File: src/rtl/exec_unit_pkg.sv
// Shared widths, opcodes and the single-cycle ALU evaluation used by the execute stage.
package exec_unit_pkg;
  localparam int DATA_W = 16;
  localparam int ADDR_W = 3;

  localparam logic [2:0] OP_ADD = 3'b000;
  localparam logic [2:0] OP_SUB = 3'b001;
  localparam logic [2:0] OP_AND = 3'b010;
  localparam logic [2:0] OP_OR  = 3'b011;
  localparam logic [2:0] OP_XOR = 3'b100;
  localparam logic [2:0] OP_SHL = 3'b101;
  localparam logic [2:0] OP_SRA = 3'b110;
  localparam logic [2:0] OP_MUL = 3'b111;

  typedef struct packed {
    logic [DATA_W-1:0] data;
    logic              ovf;
  } alu_res_t;

  function automatic alu_res_t alu_eval(input logic [2:0] op,
                                        input logic [DATA_W-1:0] a,
                                        input logic [DATA_W-1:0] b);
    alu_res_t   r;
    logic [3:0] sh;
    r  = '0;
    sh = b[3:0];
    case (op)
      OP_ADD: begin
        r.data = a + b;
        r.ovf  = (a[DATA_W-1] == b[DATA_W-1]) && (r.data[DATA_W-1] != a[DATA_W-1]);
      end
      OP_SUB: begin
        r.data = a - b;
        r.ovf  = (a[DATA_W-1] != b[DATA_W-1]) && (r.data[DATA_W-1] != a[DATA_W-1]);
      end
      OP_AND:  r.data = a & b;
      OP_OR:   r.data = a | b;
      OP_XOR:  r.data = a ^ b;
      OP_SHL:  r.data = a << sh;
      OP_SRA:  r.data = $signed(a) >>> sh;
      default: r = '0;
    endcase
    return r;
  endfunction

  // 17 bits so that |-32768| is representable
  function automatic logic [DATA_W:0] mag17(input logic [DATA_W-1:0] v);
    logic [DATA_W:0] x;
    x = {v[DATA_W-1], v};
    return v[DATA_W-1] ? (~x + 1'b1) : x;
  endfunction
endpackage

File: src/rtl/exec_unit_if.sv
// Issue and writeback signals of the execute stage.
interface exec_unit_if;
  logic                             issue_valid;
  logic                             issue_ready;
  logic [2:0]                       issue_op;
  logic [exec_unit_pkg::ADDR_W-1:0] issue_dst;
  logic [exec_unit_pkg::DATA_W-1:0] opnd_a;
  logic [exec_unit_pkg::DATA_W-1:0] opnd_b;
  logic                             wb_we;
  logic [exec_unit_pkg::ADDR_W-1:0] wb_addr;
  logic [exec_unit_pkg::DATA_W-1:0] wb_data;
  logic                             wb_ovf;
  logic                             busy;

  modport master (
    output issue_valid, issue_op, issue_dst, opnd_a, opnd_b,
    input  issue_ready, wb_we, wb_addr, wb_data, wb_ovf, busy
  );

  modport slave (
    input  issue_valid, issue_op, issue_dst, opnd_a, opnd_b,
    output issue_ready, wb_we, wb_addr, wb_data, wb_ovf, busy
  );
endinterface

File: src/rtl/exec_unit_mul_seq.sv
// Iterative 16-step shift-add magnitude multiplier. prod is the signed result of the
// step in progress, so it is final in the same cycle done is high.
module mul_seq
  import exec_unit_pkg::*;
(
  input  logic            clk,
  input  logic            rst_n,
  input  logic            start,
  input  logic [DATA_W:0] a_mag,
  input  logic [DATA_W:0] b_mag,
  input  logic            neg,
  output logic            done,
  output logic [31:0]     prod
);
  logic            active;
  logic [3:0]      count;
  logic [DATA_W:0] mcand;
  logic [DATA_W:0] mplier;
  logic            sign;
  logic [31:0]     acc;
  logic [31:0]     partial;
  logic [31:0]     acc_next;

  always_comb begin
    partial  = mplier[{1'b0, count}] ? (32'(mcand) << count) : 32'd0;
    acc_next = acc + partial;
    prod     = sign ? (~acc_next + 32'd1) : acc_next;
    done     = active && (count == 4'd15);
  end

  always_ff @(posedge clk or negedge rst_n) begin
    if (!rst_n) begin
      active <= 1'b0;
      count  <= '0;
      mcand  <= '0;
      mplier <= '0;
      sign   <= 1'b0;
      acc    <= '0;
    end else if (start) begin
      active <= 1'b1;
      count  <= '0;
      mcand  <= a_mag;
      mplier <= b_mag;
      sign   <= neg;
      acc    <= '0;
    end else if (active) begin
      acc   <= acc_next;
      count <= count + 4'd1;
      if (count == 4'd15) active <= 1'b0;
    end
  end
endmodule

File: src/rtl/exec_unit.sv
// Execute stage: single-cycle ALU ops plus a stalling 16-iteration MUL, with a registered
// writeback triple toward the register file.
module exec_unit
  import exec_unit_pkg::*;
(
  input  logic        clk,
  input  logic        rst_n,
  exec_unit_if.slave  bus
);
  typedef enum logic {S_IDLE, S_MUL} state_t;

  state_t            state;
  logic              busy_q;
  logic              accept;
  logic              mul_start;
  logic              mul_done;
  logic [31:0]       mul_prod;
  logic [ADDR_W-1:0] dst_q;
  logic              wb_we_q;
  logic [ADDR_W-1:0] wb_addr_q;
  logic [DATA_W-1:0] wb_data_q;
  logic              wb_ovf_q;
  alu_res_t          alu;

  assign accept    = bus.issue_valid && !busy_q;
  assign mul_start = accept && (bus.issue_op == OP_MUL);
  assign alu       = alu_eval(bus.issue_op, bus.opnd_a, bus.opnd_b);

  mul_seq u_mul (
    .clk   (clk),
    .rst_n (rst_n),
    .start (mul_start),
    .a_mag (mag17(bus.opnd_a)),
    .b_mag (mag17(bus.opnd_b)),
    .neg   (bus.opnd_a[DATA_W-1] ^ bus.opnd_b[DATA_W-1]),
    .done  (mul_done),
    .prod  (mul_prod)
  );

  always_ff @(posedge clk or negedge rst_n) begin
    if (!rst_n) begin
      state     <= S_IDLE;
      busy_q    <= 1'b0;
      dst_q     <= '0;
      wb_we_q   <= 1'b0;
      wb_addr_q <= '0;
      wb_data_q <= '0;
      wb_ovf_q  <= 1'b0;
    end else begin
      wb_we_q <= 1'b0;
      case (state)
        S_IDLE: begin
          if (accept) begin
            if (bus.issue_op == OP_MUL) begin
              state  <= S_MUL;
              busy_q <= 1'b1;
              dst_q  <= bus.issue_dst;
            end else begin
              wb_we_q   <= 1'b1;
              wb_addr_q <= bus.issue_dst;
              wb_data_q <= alu.data;
              wb_ovf_q  <= alu.ovf;
            end
          end
        end
        S_MUL: begin
          if (mul_done) begin
            state     <= S_IDLE;
            busy_q    <= 1'b0;
            wb_we_q   <= 1'b1;
            wb_addr_q <= dst_q;
            wb_data_q <= mul_prod[DATA_W-1:0];
            // fits in 16 signed bits only if bits 31..15 are all equal
            wb_ovf_q  <= !((&mul_prod[31:DATA_W-1]) || !(|mul_prod[31:DATA_W-1]));
          end
        end
        default: state <= S_IDLE;
      endcase
    end
  end

  assign bus.issue_ready = !busy_q;
  assign bus.busy        = busy_q;
  assign bus.wb_we       = wb_we_q;
  assign bus.wb_addr     = wb_addr_q;
  assign bus.wb_data     = wb_data_q;
  assign bus.wb_ovf      = wb_ovf_q;
endmodule
File: src/flat_wrapper.sv
// flat-port wrapper written by rule: the top's interface ports become plain ports
module exec_unit_flat import exec_unit_pkg::*;
  (clk, rst_n, bus_issue_valid, bus_issue_op, bus_issue_dst, bus_opnd_a, bus_opnd_b, bus_issue_ready, bus_wb_we, bus_wb_addr, bus_wb_data, bus_wb_ovf, bus_busy);
  exec_unit_if bus_i ();
  input  logic clk;
  input  logic rst_n;
  input wire logic [$bits(bus_i.issue_valid)-1:0] bus_issue_valid;
  input wire logic [$bits(bus_i.issue_op)-1:0] bus_issue_op;
  input wire logic [$bits(bus_i.issue_dst)-1:0] bus_issue_dst;
  input wire logic [$bits(bus_i.opnd_a)-1:0] bus_opnd_a;
  input wire logic [$bits(bus_i.opnd_b)-1:0] bus_opnd_b;
  output wire logic [$bits(bus_i.issue_ready)-1:0] bus_issue_ready;
  output wire logic [$bits(bus_i.wb_we)-1:0] bus_wb_we;
  output wire logic [$bits(bus_i.wb_addr)-1:0] bus_wb_addr;
  output wire logic [$bits(bus_i.wb_data)-1:0] bus_wb_data;
  output wire logic [$bits(bus_i.wb_ovf)-1:0] bus_wb_ovf;
  output wire logic [$bits(bus_i.busy)-1:0] bus_busy;
  assign bus_i.issue_valid = bus_issue_valid;
  assign bus_i.issue_op = bus_issue_op;
  assign bus_i.issue_dst = bus_issue_dst;
  assign bus_i.opnd_a = bus_opnd_a;
  assign bus_i.opnd_b = bus_opnd_b;
  assign bus_issue_ready = bus_i.issue_ready;
  assign bus_wb_we = bus_i.wb_we;
  assign bus_wb_addr = bus_i.wb_addr;
  assign bus_wb_data = bus_i.wb_data;
  assign bus_wb_ovf = bus_i.wb_ovf;
  assign bus_busy = bus_i.busy;
  exec_unit u_core (.clk(clk), .rst_n(rst_n), .bus(bus_i));
endmodule
File: config.mk
export PLATFORM = sky130hd
export DESIGN_NAME = exec_unit_flat
export DESIGN_NICKNAME = d
export VERILOG_FILES = /design/src/rtl/exec_unit_pkg.sv /design/src/rtl/exec_unit_if.sv /design/src/rtl/exec_unit_mul_seq.sv /design/src/rtl/exec_unit.sv /design/src/flat_wrapper.sv
export SDC_FILE = /design/constraint.sdc
export NUM_CORES = 1
export LEC_CHECK = 0
export ABC_AREA = 0
export CORE_UTILIZATION = 35
export DETAILED_ROUTE_END_ITERATION = 7
export PLACE_DENSITY = 0.56
export SLEW_MARGIN = 20
export SYNTH_ARGS = -nofsm -noshare
export SYNTH_HDL_FRONTEND = slang
export SYNTH_SLANG_ARGS = --single-unit
File: constraint.sdc
create_clock -name clk -period 11 [get_ports clk]
set_input_delay 2.2 -clock clk [delete_from_list [all_inputs] [get_ports clk]]
set_output_delay 2.2 -clock clk [all_outputs]
set_load 0.05 [all_outputs]
==> results of run 1 <==
report_power, final:
group | leakage [nW] | internal (W) | switching [W]
logic | 3.88 | 0.000673 | 0.00122
registers | 1.18 | 0.000481 | 0.000109
clock network | 0.147 | 0.000165 | 0.000163
cell families after synthesis:
family / count (synthesis) / synth area share
AOI/OAI and AO/OA: 476 / 0.270
xor gates and xnor gates: 88 / 0.0676
adders and majority gates: 86 / 0.0954
buffers and inverters: 166 / 0.0552
DFF: 97 / 0.211
muxes: 98 / 0.0974
and+or+nand+nor: 507 / 0.204
flip-flops by register name, summed over array words and instances, names as in the netlist:
name,count
u_core.u_mul.acc,32
u_core.u_mul.mcand,17
u_core.bus.wb_data,16
u_core.u_mul.mplier,16
u_core.u_mul.count,4
u_core.bus.wb_addr,3
u_core.dst_q,3
u_core.bus.busy,1
u_core.bus.wb_ovf,1
u_core.bus.wb_we,1
u_core.state,1
u_core.u_mul.active,1
u_core.u_mul.sign,1
cell usage after synthesis (6+ instances only):
| cell type | instances |
|---|---|
| a211oi_1 | 31 |
| a21o_1 | 22 |
| a21oi_1 | 108 |
| a221oi_1 | 17 |
| a22oi_1 | 20 |
| a31oi_1 | 12 |
| and2_1 | 13 |
| and3_1 | 9 |
| and4_1 | 9 |
| buf_1 | 15 |
| clkbuf_1 | 84 |
| dfrtp_1 | 97 |
| ha_1 | 83 |
| inv_1 | 58 |
| mux2_2 | 13 |
| mux2i_1 | 75 |
| mux4_2 | 10 |
| nand2_1 | 135 |
| nand2b_1 | 6 |
| nand3_1 | 16 |
| nand4_1 | 17 |
| nor2_1 | 208 |
| nor2b_1 | 12 |
| nor3_1 | 31 |
| nor4_1 | 6 |
| o211ai_1 | 13 |
| o21a_1 | 7 |
| o21ai_0 | 123 |
| o21bai_1 | 11 |
| o22ai_1 | 20 |
| o31ai_1 | 16 |
| or2_2 | 9 |
| or3_1 | 9 |
| xnor2_1 | 61 |
| xor2_1 | 26 |
final timing paths:
kind | to | slack (ps)
max reg2reg | u_core.bus.wb_ovf | 4190
max | u_core.bus.wb_ovf | 4190
max in group asynchronous | u_core.bus.wb_data[12] | 7940
min in group asynchronous | u_core.u_mul.acc[29] | 1850
min | u_core.u_mul.mplier[2] | 480
min reg2reg | u_core.u_mul.mplier[2] | 480
through the flow:
stage | power, W | cells
2_1_floorplan | 0.00194 | 1518
3_3_place_gp | 0.00245 | 1938
3_5_place_dp | 0.00246 | 1938
4_1_cts | 0.00280 | 1954
5_1_grt | 0.00301 | 1954
6_report | 0.00281 | 1954
cell type report:
type | instances | area [um^2] | share of cell area
clock buffers | 10 | 239 | 0.0188
clock inverters | 6 | 57.6 | 0.00452
inverters | 62 | 233 | 0.0183
multi-input cells | 1255 | 8460 | 0.664
flip-flops and latches | 97 | 2430 | 0.191
well taps | 442 | 553 | 0.0434
repair buffers | 82 | 766 | 0.0601
per-layer routing:
| layer | vias to the layer above | track usage |
|---|---|---|
| li1 | 5505 | - |
| met1 | 5456 | 0.319 |
| met2 | 345 | 0.404 |
| met3 | 69 | 0.0216 |
| met4 | 0 | 0.0910 |
| met5 | - | 0 |
worst min-delay path: cells and delay by family, from the launching register on:
family             cells  cell delay [ps]
DFF                    1              350
AOI/OAI and AO/OA      1               60
and+or+nand+nor        1               50
==> impl_metrics.py, run 1 <==
metrics = {
    "logic_synthesis": {
        "synth_edf_count": 0,
        "avgSynthCellArea_um2": 7.59,
        "synthArstFlopShare": 1.00,
        "synth_seq_area_share": 0.211,
        "synth_top_cell_by_area": "dfrtp_1",
        "synth_flop_cell": "dfrtp_1",
        "synth_top_area_share": 0.211,
        "synth_cell_types": 90,
        "synth_cells": 1518,
        "synth_fp_nets": 1645,
        "synth-seq-cells": 97,
        "yosysWarningCount": 0,
        "synth.area.top_cells": "dfrtp_1 (21%), ha_1 (9.0%), nor2_1 (6.8%)",
        "synth_area_um2": 11500,
    },
    "worst_hold_path": {
        "hold_class": "reg2reg",
        "hold_depth": 2,
        "hold_start": "u_core.u_mul.mplier[2]",
    },
    "clock_network": {
        "worstSkewPairLatency_ps": 360,
        "cts_made_buffers": 9,
        "path_clk_slew_ps": 80,
        "post-cts-setup-buffers": 0,
        "htree_levels": 3,
        "cts_tree": "yes",
        "cts_hold_buf": 0,
        "clock-sinks": 97,
        "cts_root_buf": "clkbuf_16",
        "cts_buffer_depth": 2,
        "ctsResizeCount": 0,
    },
    "layout": {
        "final_cell_mix": "nor2_1 (208), nand2_1 (135), o21ai_0 (123), a21oi_1 (108), dfrtp_1 (96)",
        "final_common_cell": "nor2_1",
        "diodes": 0,
        "fillers": 3410,
        "final_cell_area_um2": 12700,
        "final_util": 0.392,
        "final_nets": 1634,
        "final_layout_size_suffix_gt1_frac": 0.0595,
        "syn_to_final_growth_pct": 10.5,
    },
    "routing": {
        "initialDrtViolationCount": 1149,
        "vias": 11375,
        "drc": 0,
        "wire_per_inst_um": 20.7,
        "wl_met2_um": 19100,
        "avgViaCountPerCell": 5.82,
        "ant_nets": 0,
        "routed.top_layer": "met4",
        "drt-total-wl_um": 40400,
        "wl_met3_um": 1690,
        "drt-met1-wl_um": 18300,
        "drt-pass1-iter-count": 6,
    },
    "setup_path": {
        "r2r-start": "u_core.u_mul.count[0]",
        "rr_worst_depth": 20,
        "cpMaxStageDelayCell": "mux4_2",
        "arrival_ps": 7060,
        "path_class": "reg2reg",
        "critPathCaptureType": "register",
        "start_kind": "register",
        "worstPathCellList": "buf_4 -> mux4_2 -> o21ai_0 -> o21bai_1 -> and2_1 -> a211oi_1 -> ha_1 -> a21o_1 -> a311oi_1 -> o22ai_1 -> or3_1 -> a2111oi_1 -> nand4_1 -> o41ai_1 -> xnor2_1 -> o2111ai_1 -> or4_1 -> nor4b_2 -> a21oi_1 -> a221o_1",
        "critPathMaxFanout": 30,
        "cp_num_buf_inv": 1,
        "worst-path-stages": 20,
        "crit_required_ps": 11240,
        "crit_start": "u_core.u_mul.count[0]",
        "slowest_delay_ps": 560,
        "critical-path-top-delay-family": "compound AO/OA/AOI/OAI gates",
    },
    "global_route": {
        "grt_usage": 0.241,
        "antenna_found_initial": 0,
        "grt_pass1_vias": 10812,
        "grt_overflow_total": 0,
        "grt_pass1_wl_um": 62800,
        "grt_max_degree": 67,
    },
    "sta": {
        "finalSetupViolations": 0,
        "rsz0062_at_grt": "false",
        "fmax_mhz": 147,
        "finalMaxSlewViolations": 0,
        "worst_pin_slew_ps": 1040,
        "fin_crit_sh": 0.619,
        "slew-limit-headroom": 0.304,
        "fin_skew_ps": 11.9,
        "hold_viol": 0,
        "finalSetupTns_ps": 0,
        "whs_ps": 483,
        "min_period_ps": 6810,
        "setup_slack_ps": 4190,
    },
    "flow_run": {
        "maxCapViolations": 0,
    },
    "floorplan": {
        "start_util": 0.355,
        "fp.dieW_um": 183,
        "die_h_um": 183,
        "coreArea_um2": 32500,
        "die_area_um2": 33600,
        "io_pins": 64,
        "rows": 66,
    },
    "placement": {
        "place_area_um2": 12400,
        "port_buffers": 63,
        "dp_slack_ps": 4180,
        "place.gp.congestion": 1.05,
        "dp_hpwl_um": 31700,
    },
    "status": {
        "status": "finished clean",
    },
    "power_and_ir_drop": {
        "leakage_nw": 5.21,
        "ir_drop_uv": 84.6,
        "pwr_density_cell_nw_per_um2": 221,
    },
}
No activity file was read; power rests on OpenSTA's default activity.
==> run 2: changes to the inputs <==
Clock period 11 ns to 6.5 ns, I/O delays scaled along.
==> run 2 against run 1 <==
- utilization up 0.60 points
- final area up 1.5%
- combinational power up 79%
- fmax up 12%
- non-clock buffer count up 23
- clock power up 80%
- highest routed layer unchanged
==> impl_metrics.py, run 2 (synthesized netlist as in run 1, its figures left out) <==
metrics = {
    "setup_path": {
        "crit_required_ps": 6750,
        "crit_top_cell": "a21oi_1",
        "critPathMaxFanout": 14,
        "critPathCaptureType": "register",
        "r2r_slack_ps": 410,
        "slowest_delay_ps": 530,
        "arrival_ps": 6350,
        "path_class": "reg2reg",
        "r2r-start": "u_core.u_mul.count[0]",
        "start_kind": "register",
        "rr_worst_depth": 19,
        "worstPathCellList": "mux4_2 -> o21ai_0 -> o21bai_1 -> and2_2 -> nor2_1 -> ha_1 -> a21oi_1 -> o21ai_0 -> a21oi_1 -> o311ai_1 -> xor2_1 -> or3_1 -> and4bb_2 -> nand2_1 -> o2bb2ai_1 -> or4_1 -> nor4b_2 -> a21oi_1 -> a221o_1",
        "cpMaxStageDelayCell": "mux4_2",
        "rr_endpoint": "u_core.bus.wb_ovf",
    },
    "clock_network": {
        "htree_levels": 3,
        "worstSkewPairLatency_ps": 360,
        "post-cts-setup-buffers": 0,
        "cts_hold_buf": 0,
        "clock-sinks": 97,
        "path_clk_slew_ps": 80,
        "ctsResizeCount": 0,
        "cts_root_buf": "clkbuf_16",
        "cts_buffer_depth": 2,
        "cts_made_buffers": 9,
        "cts_tree": "yes",
    },
    "routing": {
        "wire_per_inst_um": 20.3,
        "drt-total-wl_um": 40100,
        "ant_nets": 0,
        "initialDrtViolationCount": 956,
        "avgViaCountPerCell": 5.82,
        "drc": 0,
        "vias": 11504,
        "drt-pass1-iter-count": 5,
    },
    "placement": {
        "port_buffers": 63,
        "place.gp.congestion": 0.954,
        "dp_slack_ps": 316,
        "dp_hpwl_um": 31200,
        "dp.cells": 1961,
    },
    "floorplan": {
        "die_h_um": 183,
        "rows": 66,
        "start_util": 0.355,
        "io_pins": 64,
        "fp.dieW_um": 183,
        "die_area_um2": 33600,
        "coreArea_um2": 32500,
    },
    "layout": {
        "fillers": 3412,
        "final_layout_size_suffix_gt1_frac": 0.0743,
        "finalNonFillerCells": 1977,
        "final_util": 0.398,
        "final_cell_mix": "nor2_1 (208), nand2_1 (135), o21ai_0 (123), a21oi_1 (108), dfrtp_1 (96)",
        "reg.largest.list": "u_core.u_mul.acc x32, u_core.u_mul.mcand x17",
        "largest_reg_flops": 32,
        "final_common_cell": "nor2_1",
        "final_nets": 1657,
        "diodes": 0,
        "syn_to_final_growth_pct": 12.2,
        "regMostFlops": "u_core.u_mul.acc",
    },
    "flow_run": {
        "maxCapViolations": 0,
    },
    "sta": {
        "min_period_ps": 6090,
        "worst_pin_slew_ps": 1090,
        "whs_ps": 478,
        "fmax_mhz": 164,
        "finalSetupViolations": 0,
        "setup_slack_ps": 407,
        "fin_crit_sh": 0.937,
        "finalSetupTns_ps": 0,
        "fin_skew_ps": 14.4,
        "slew-limit-headroom": 0.273,
        "finalMaxSlewViolations": 0,
        "hold_viol": 0,
        "rsz0062_at_grt": "false",
    },
    "global_route": {
        "grt_usage": 0.244,
        "antenna_found_initial": 0,
        "grt_pass1_vias": 11290,
        "grt_max_degree": 67,
        "grt_overflow_total": 0,
        "grt_pass1_wl_um": 64300,
    },
    "power_and_ir_drop": {
        "seq_power_share": 0.199,
        "swShare": 0.526,
        "leakage_nw": 5.33,
        "pwr_density_cell_nw_per_um2": 384,
        "combPwrFrac": 0.682,
        "intPower_w": 0.00235,
        "p_switching_w": 0.00261,
        "ir_drop_uv": 153,
        "clockPowerShare": 0.119,
    },
    "status": {
        "status": "finished clean",
    },
    "worst_hold_path": {
        "hold_start": "u_core.u_mul.mplier[0]",
        "hold_depth": 2,
        "hold_class": "reg2reg",
        "whs_endpoint": "u_core.u_mul.mplier[0]",
    },
}
[run 2: final cells by class]
class	instances	area (um^2)	area share
clock inverters	6	78.8	0.00610
clock buffers	10	229	0.0177
inverters	62	233	0.0180
flip-flops and latches	97	2430	0.188
well taps	442	553	0.0428
repair buffers	105	942	0.0729
multi-input cells	1255	8460	0.655
[run 2: layer usage]
| layer | up-vias | routed length [um] | GRT usage |
|---|---|---|---|
| li1 | 5545 | - | - |
| met1 | 5570 | 18200 | 0.324 |
| met2 | 318 | 19000 | 0.409 |
| met3 | 71 | 1590 | 0.0230 |
| met4 | 0 | 1230 | 0.0890 |
| met5 | - | 0 | 0 |
[run 2: worst max-delay path by stage]
stage,slack (ps),startpoint,to
floorplan,150,u_core.u_mul.count[0],u_core.bus.wb_ovf
global placement,410,u_core.u_mul.count[0],u_core.bus.wb_ovf
detailed placement,320,u_core.u_mul.count[0],u_core.bus.wb_ovf
CTS,300,u_core.u_mul.count[0],u_core.bus.wb_ovf
global route,10,u_core.u_mul.count[0],u_core.bus.wb_ovf
finish,410,u_core.u_mul.count[0],u_core.bus.wb_ovf
[run 2: stage by stage]
step,total power [W],cell area (um^2)
6_report,0.00496,12900
3_5_place_dp,0.00431,12600
2_1_floorplan,0.00328,11500
4_1_cts,0.00492,12900
5_1_grt,0.00530,12900
3_3_place_gp,0.00431,12600
[run 2: power groups by stage]
stage	clock network [W]	logic, W	registers (W)
after floorplan	0	0.00213	0.00115
after CTS	0.000603	0.00333	0.000985
after detailed placement	0	0.00332	0.000994
final	0.000591	0.00338	0.000985
after global routing	0.000622	0.00367	0.00101
after global placement	0	0.00332	0.000992
[run 2: critical path, delay by kind of cell (launching register included)]
| family | cells | cell delay, ps |
|---|---|---|
| multiplexers | 1 | 530 |
| AO/OA/AOI/OAI | 9 | 2080 |
| flip-flops | 1 | 510 |
| XOR/XNOR | 1 | 180 |
| adder cells (fa/ha/maj) | 1 | 390 |
| AND/OR/NAND/NOR | 7 | 2270 |
==> run 3: changes to the inputs <==
Settings changed: CAP_MARGIN set to 25.
==> run 3 against run 2 <==
- sequential power about the same
- clock skew increased by 5.2 ps
- non-clock buffer count increased by 1
- critical path depth unchanged
- sequential cell count unchanged
- register-to-register slack about the same
- combinational power about the same
- fmax decreased by 0.18%
- global-route usage unchanged
- largest power group unchanged
==> impl_metrics.py, run 3 (synthesized netlist as in run 1, its figures left out) <==
metrics = {
    "status": {
        "status": "finished clean",
    },
    "power_and_ir_drop": {
        "ir_drop_uv": 151,
        "leakage_nw": 5.34,
        "pwr_density_cell_nw_per_um2": 383,
    },
    "sta": {
        "fin_skew_ps": 19.6,
        "finalSetupTns_ps": 0,
        "slew-limit-headroom": 0.425,
        "fmax_mhz": 164,
        "worst_pin_slew_ps": 863,
        "hold_viol": 0,
        "finalMaxSlewViolations": 0,
        "finalSetupViolations": 0,
        "min_period_ps": 6100,
        "fin_crit_sh": 0.939,
        "rsz0062_at_grt": "false",
    },
    "setup_path": {
        "start_kind": "register",
        "crit_required_ps": 6760,
        "rr_worst_depth": 19,
        "path_class": "reg2reg",
        "r2r-start": "u_core.u_mul.count[0]",
        "critPathMaxFanout": 14,
        "r2r_slack_ps": 400,
        "critPathCaptureType": "register",
        "arrival_ps": 6360,
        "rr_endpoint": "u_core.bus.wb_ovf",
    },
    "layout": {
        "final_common_cell": "nor2_1",
        "regMostFlops": "u_core.u_mul.acc",
        "reg.largest.list": "u_core.u_mul.acc x32, u_core.u_mul.mcand x17",
        "largest_reg_flops": 32,
        "finalNonFillerCells": 1978,
        "syn_to_final_growth_pct": 12.5,
        "final_cell_mix": "nor2_1 (208), nand2_1 (135), o21ai_0 (123), a21oi_1 (108), dfrtp_1 (96)",
        "final_layout_size_suffix_gt1_frac": 0.0749,
        "diodes": 0,
        "final_nets": 1658,
        "final_cell_area_um2": 13000,
        "fillers": 3410,
    },
    "clock_network": {
        "cts_buffer_depth": 2,
        "cts_tree": "yes",
        "path_clk_slew_ps": 90,
        "htree_levels": 3,
        "cts_hold_buf": 0,
        "clock-sinks": 97,
        "worstSkewPairLatency_ps": 370,
        "cts_made_buffers": 9,
        "cts_root_buf": "clkbuf_16",
    },
    "worst_hold_path": {
        "hold_class": "reg2reg",
        "hold_start": "u_core.u_mul.mplier[0]",
        "whs_endpoint": "u_core.u_mul.mplier[0]",
        "hold_depth": 2,
    },
    "placement": {
        "place_area_um2": 12600,
        "dp.cells": 1961,
        "port_buffers": 63,
        "dp_hpwl_um": 31200,
        "place.gp.congestion": 0.954,
    },
    "floorplan": {
        "die_h_um": 183,
        "coreArea_um2": 32500,
        "die_area_um2": 33600,
        "io_pins": 64,
        "start_util": 0.355,
        "rows": 66,
        "fp.dieW_um": 183,
    },
    "routing": {
        "wire_per_inst_um": 20.3,
        "drc": 0,
        "vias": 11522,
        "avgViaCountPerCell": 5.83,
        "initialDrtViolationCount": 1053,
        "ant_nets": 0,
        "drt-pass1-iter-count": 5,
        "drt-total-wl_um": 40100,
    },
    "global_route": {
        "grt_pass1_wl_um": 64300,
        "grt_max_degree": 67,
        "grt_pass1_vias": 11290,
        "antenna_found_initial": 0,
        "grt_overflow_total": 0,
        "grt_usage": 0.244,
    },
    "flow_run": {
        "maxCapViolations": 0,
    },
}
-- run 3: worst max-delay path by stage --
stage | from | cells past startpoint | end | slack (ps)
2_1_floorplan | u_core.u_mul.count[0] | 24 | u_core.bus.wb_ovf | 150
3_3_place_gp | u_core.u_mul.count[0] | 19 | u_core.bus.wb_ovf | 410
3_5_place_dp | u_core.u_mul.count[0] | 20 | u_core.bus.wb_ovf | 320
4_1_cts | u_core.u_mul.count[0] | 20 | u_core.bus.wb_ovf | 300
5_1_grt | u_core.u_mul.count[0] | 19 | u_core.bus.wb_ovf | 10
6_report | u_core.u_mul.count[0] | 19 | u_core.bus.wb_ovf | 400
-- run 3: layout make-up --
cell class | count | area, um^2 | area share
sequential | 97 | 2430 | 0.187
tap | 442 | 553 | 0.0427
timing repair buffer | 106 | 970 | 0.0749
inverter | 62 | 233 | 0.0180
clock buffer | 10 | 229 | 0.0177
clock inverter | 6 | 78.8 | 0.00608
multi-input combinational | 1255 | 8460 | 0.653
-- run 3: metrics by stage --
step | hold slack (ps) | power (W) | util | setup slack, ps
finish | 478 | 0.00497 | 0.399 | 396
global route | 516 | 0.00531 | 0.399 | 11.6
CTS | 486 | 0.00492 | 0.398 | 300
detailed placement | 469 | 0.00431 | 0.389 | 316
global placement | 462 | 0.00431 | 0.389 | 415
floorplan | 445 | 0.00328 | - | 147
-- run 3: per-layer routing --
layer,up-vias,GRT usage,wire (um)
met5,-,0,0
met2,346,0.409,18900
li1,5544,-,-
met4,0,0.0890,1380
met1,5547,0.324,18300
met3,85,0.0230,1520
-- run 3: repair_timing --
item / in CTS / in global routing
endpoints found under the setup margin: 0 / 1
buffers inserted: 0 / 0
gates resized for setup: 0 / 3
-- run 3: where the power goes --
part	internal (W)	switching, W
registers	0.000814	0.000171
clock network	0.000309	0.000285
logic	0.00123	0.00216
-- run 3: worst max-delay path, stage by stage (launching register included) --
cell	delay, ps
dfrtp_1	510
mux4_2	530
o21ai_0	210
o21bai_1	290
and2_2	330
nor2_1	80
ha_1	390
a21oi_1	270
o21ai_0	180
a21oi_1	430
o311ai_1	200
xor2_1	180
or3_1	520
and4bb_2	520
nand2_1	90
o2bb2ai_1	140
or4_1	520
nor4b_2	220
a21oi_1	90
a221o_1	300
